$ cat src/rtl/ckt.sv
// ckt: registered 6-input logic function f = ((A|B) & (C^D)) | (E&F),
// delayed through a LATENCY-deep shift pipeline. Y comes straight from the last stage.
module ckt #(
   parameter int unsigned LATENCY = 3
) (
   input  logic clk,
   input  logic rst,
   input  logic A,
   input  logic B,
   input  logic C,
   input  logic D,
   input  logic E,
   input  logic F,
   output logic Y
);

   logic                 w_f;
   logic [LATENCY-1:0]   r_pipe;

   // X/Z on an input flows into the pipeline as-is; there is no masking.
   assign w_f = ((A | B) & (C ^ D)) | (E & F);

   always_ff @(posedge clk or posedge rst) begin
      if (rst) begin
         r_pipe <= '0;
      end else begin
         r_pipe[0] <= w_f;
         for (int i = 1; i < int'(LATENCY); i++) begin
            r_pipe[i] <= r_pipe[i-1];
         end
      end
   end

   assign Y = r_pipe[LATENCY-1];

endmodule

$ cat config.mk
export PLATFORM = sky130hd
export DESIGN_NAME = ckt
export DESIGN_NICKNAME = d
export VERILOG_FILES = /design/src/rtl/ckt.sv
export SDC_FILE = /design/constraint.sdc
export NUM_CORES = 1
export LEC_CHECK = 0
export ABC_AREA = 0
export BUFFER_PORTS_ARGS = -buffer_cell sky130_fd_sc_hd__buf_2
export CORE_AREA = 2 2 39 41
export CTS_CLUSTER_SIZE = 20
export DETAILED_ROUTE_END_ITERATION = 12
export DIE_AREA = 0 0 41 43
export GPL_TIMING_DRIVEN = 0
export SYNTH_ARGS = -nofsm -noshare
export SYNTH_HDL_FRONTEND = slang
export SYNTH_SLANG_ARGS = --single-unit
export TNS_END_PERCENT = 30
$ cat constraint.sdc
create_clock -name clk -period 1 [get_ports clk]
set_clock_uncertainty 0.15 [all_clocks]
set_input_delay 0.2 -clock clk [delete_from_list [all_inputs] [get_ports clk]]
set_output_delay 0.2 -clock clk [all_outputs]
set_load 0.01 [all_outputs]
==> results by group <==
CTS
  • CTS tree: built
  • Total CTS buffers: 3
  • H-tree depth: 1
  • CTS clk-pin slew, worst paths: 0.04 ns
  • Clock root cell: clkbuf_4
  • Clock Tree Buf Depth: 2
  • Insertion delay to the later sink of the worst-skew pair: 0.23 ns
  • Post_cts resized: 0
  • Sink Count: 3

Global routing
  • Initial antenna violation count: 0
  • Total global routing overflow: 0
  • Largest net degree at the start of global routing: 4
  • Gr usage total: 0.0402
  • First-pass GRT wire length: 365 µm
  • Vias in the first global route: 113

Outcome
  • Violated checks: setup timing
  • Outcome: finished, violations left

Final layout
  • Largest register FFs: 3
  • Layout area overhead: 96.2%
  • Most frequent cells in the layout: 8 x buf_2, 3 x clkbuf_4, 3 x dfrtp_1
  • Final core utilization: 0.142
  • Antenna Cells: 0
  • Top Registers: r_pipe (3)
  • Fin cells: 37
  • Most common cell after layout, fill and taps aside: buf_2
  • Area of the multi-input gates: 21.3 µm²
  • Register area: 75.1 µm²
  • Layout Nets: 30
  • Reg with most FFs: r_pipe
  • Fin area: 196 µm²
  • Fraction of layout cells with a size suffix above 1: 0.524
  • Fill cell count: 152

STA
  • Worst slew margin: 0.921
  • Final hold slack: 0.0250 ns
  • Fmax: 936 MHz
  • Final setup vio count: 1
  • Worst Max-Slew Pin Slew: 0.118 ns
  • Final min period: 1.07 ns
  • Number of failing hold endpoints at the final stage: 0
  • Slew Limit Fails: 0
  • Final setup margin: -0.0682 ns
  • RSZ-0062 raised after global routing: yes
  • Tcrit/Tclk final: 1.07
  • Setup TNS: -0.0682 ns

Setup path
  • WS Path Type: register to output port
  • Startpoint types: register
  • CP Data Arrival Time: 0.72 ns
  • CP endpoint kind: output port
  • Launch point of the worst reg-to-reg path: r_pipe[1]
  • Crit path max-delay family: flip-flops
  • R2R depth: 0
  • Slowest stage delay, CP: 0.35 ns
  • Worst Setup SP: r_pipe[2]
  • CP cell instances: buf_2
  • Bufs and invs on worst path: 1
  • Worst reg2reg endpoint: r_pipe[2]
  • Slowest CP cell: dfrtp_1
  • R2r setup slk: 0.38 ns
  • Critical Path RT: 0.65 ns
  • Crit path max fanout: 1

Floorplan
  • Io pins: 9
  • Starting density of the core: 0.0723
  • Die Wd: 41 µm
  • Core ar.: 1380 µm²
  • Die area: 1760 µm²
  • Row Count: 14
  • Die height: 43 µm

Synthesis
  • Seq/Total Area, Yosys: 0.750
  • Post-synth design cell area: 100 µm²
  • Flops & latches, synth: 3
  • Cells after Synth: 8
  • Syn avg cell area: 12.5 µm²
  • Syn Nets: 16
  • Post-synth cell types: 6
  • Yosys warning count: 0

Power
  • Power density cells: 1990 nW/µm²
  • P_leak: 0.0000979 µW
  • VDD IR max: 0.000431 V

Detailed routing
  • Iter 0 DRT Violations: 3
  • Avg WL per Cell: 6.19 µm
  • First-pass DRT Iterations: 2
  • Routed via count: 106
  • DRC Markers: 0
  • DRT antenna net count: 0
  • Total Wirelength: 229 µm
  • Routed vias/inst: 2.86

Placement
  • Cells after DPL: 32
  • Placed inst area: 160 µm²
  • GP Congestion: 0.615
  • Port Buffers: 8

Job
  • Max-cap violations: 0

Worst hold path
  • Worst hold path type: input pin to register
  • WHS Endpoint: r_pipe[0]
  • Hold Crit Depth: 3
  • Hold Path Origin: F
==> how the worst max path moves through the flow <==
stage	end	slack, ns	cells past startpoint
final	Y	-0.07	1
after detailed placement	Y	0.18	1
after CTS	Y	-0.08	1
after global placement	Y	0.19	1
after global routing	Y	-0.09	1
after floorplan	Y	0.27	0
==> cell families after synthesis <==
logic type                synth area share
xor gates and xnor gates            0.0875
buffers and inverters               0.0375
and+or+nand+nor                     0.0749
AOI/OAI and AO/OA                   0.0500
DFF                                  0.750
==> worst min-delay path, stage by stage <==
cell,delay (ns)
buf_2,0.08
nand2_1,0.04
o21ai_1,0.06
==> what timing repair did <==
action | CTS | global route
buffers inserted | 0 | 0
hold endpoints to repair | 3 | 0
hold buffers | 1 | 0
setup endpoints to repair | 1 | 1
==> report_power, final <==
group | switching [µW] | internal (µW) | total (µW)
registers | 3.52 | 135 | 139
logic | 13.2 | 19.9 | 33.2
clock network | 69.1 | 150 | 219
==> metrics by stage <==
step | worst slack, ns | power (µW)
3_3_place_gp | 0.187 | 169
2_1_floorplan | 0.274 | 151
5_1_grt | -0.0945 | 419
6_report | -0.0682 | 391
3_5_place_dp | 0.184 | 170
4_1_cts | -0.0820 | 405
==> synthesized netlist by cell type <==
cell type  number  area, µm²
dfrtp_1         3       75.1
inv_1           1       3.75
nand2_1         1       3.75
nor2_1          1       3.75
o21ai_1         1       5.00
xnor2_1         1       8.76
==> area by class of cell <==
| cell class | instances | share of cell area |
|---|---|---|
| clock buffers | 4 | 0.134 |
| well taps | 16 | 0.102 |
| flip-flops and latches | 3 | 0.382 |
| inverters | 1 | 0.0191 |
| repair buffers | 9 | 0.255 |
| multi-input cells | 4 | 0.108 |
==> routing by layer <==
metal | up-vias | part of all wire | wire [µm] | GRT usage
met4 | 0 | 0 | 0 | 0.0200
li1 | 49 | - | - | -
met5 | - | 0 | 0 | 0
met3 | 0 | 0.27 | 62 | 0.0785
met1 | 45 | 0.37 | 84 | 0.0259
met2 | 12 | 0.36 | 82 | 0.0438
(Power assumes the default switching activity.)
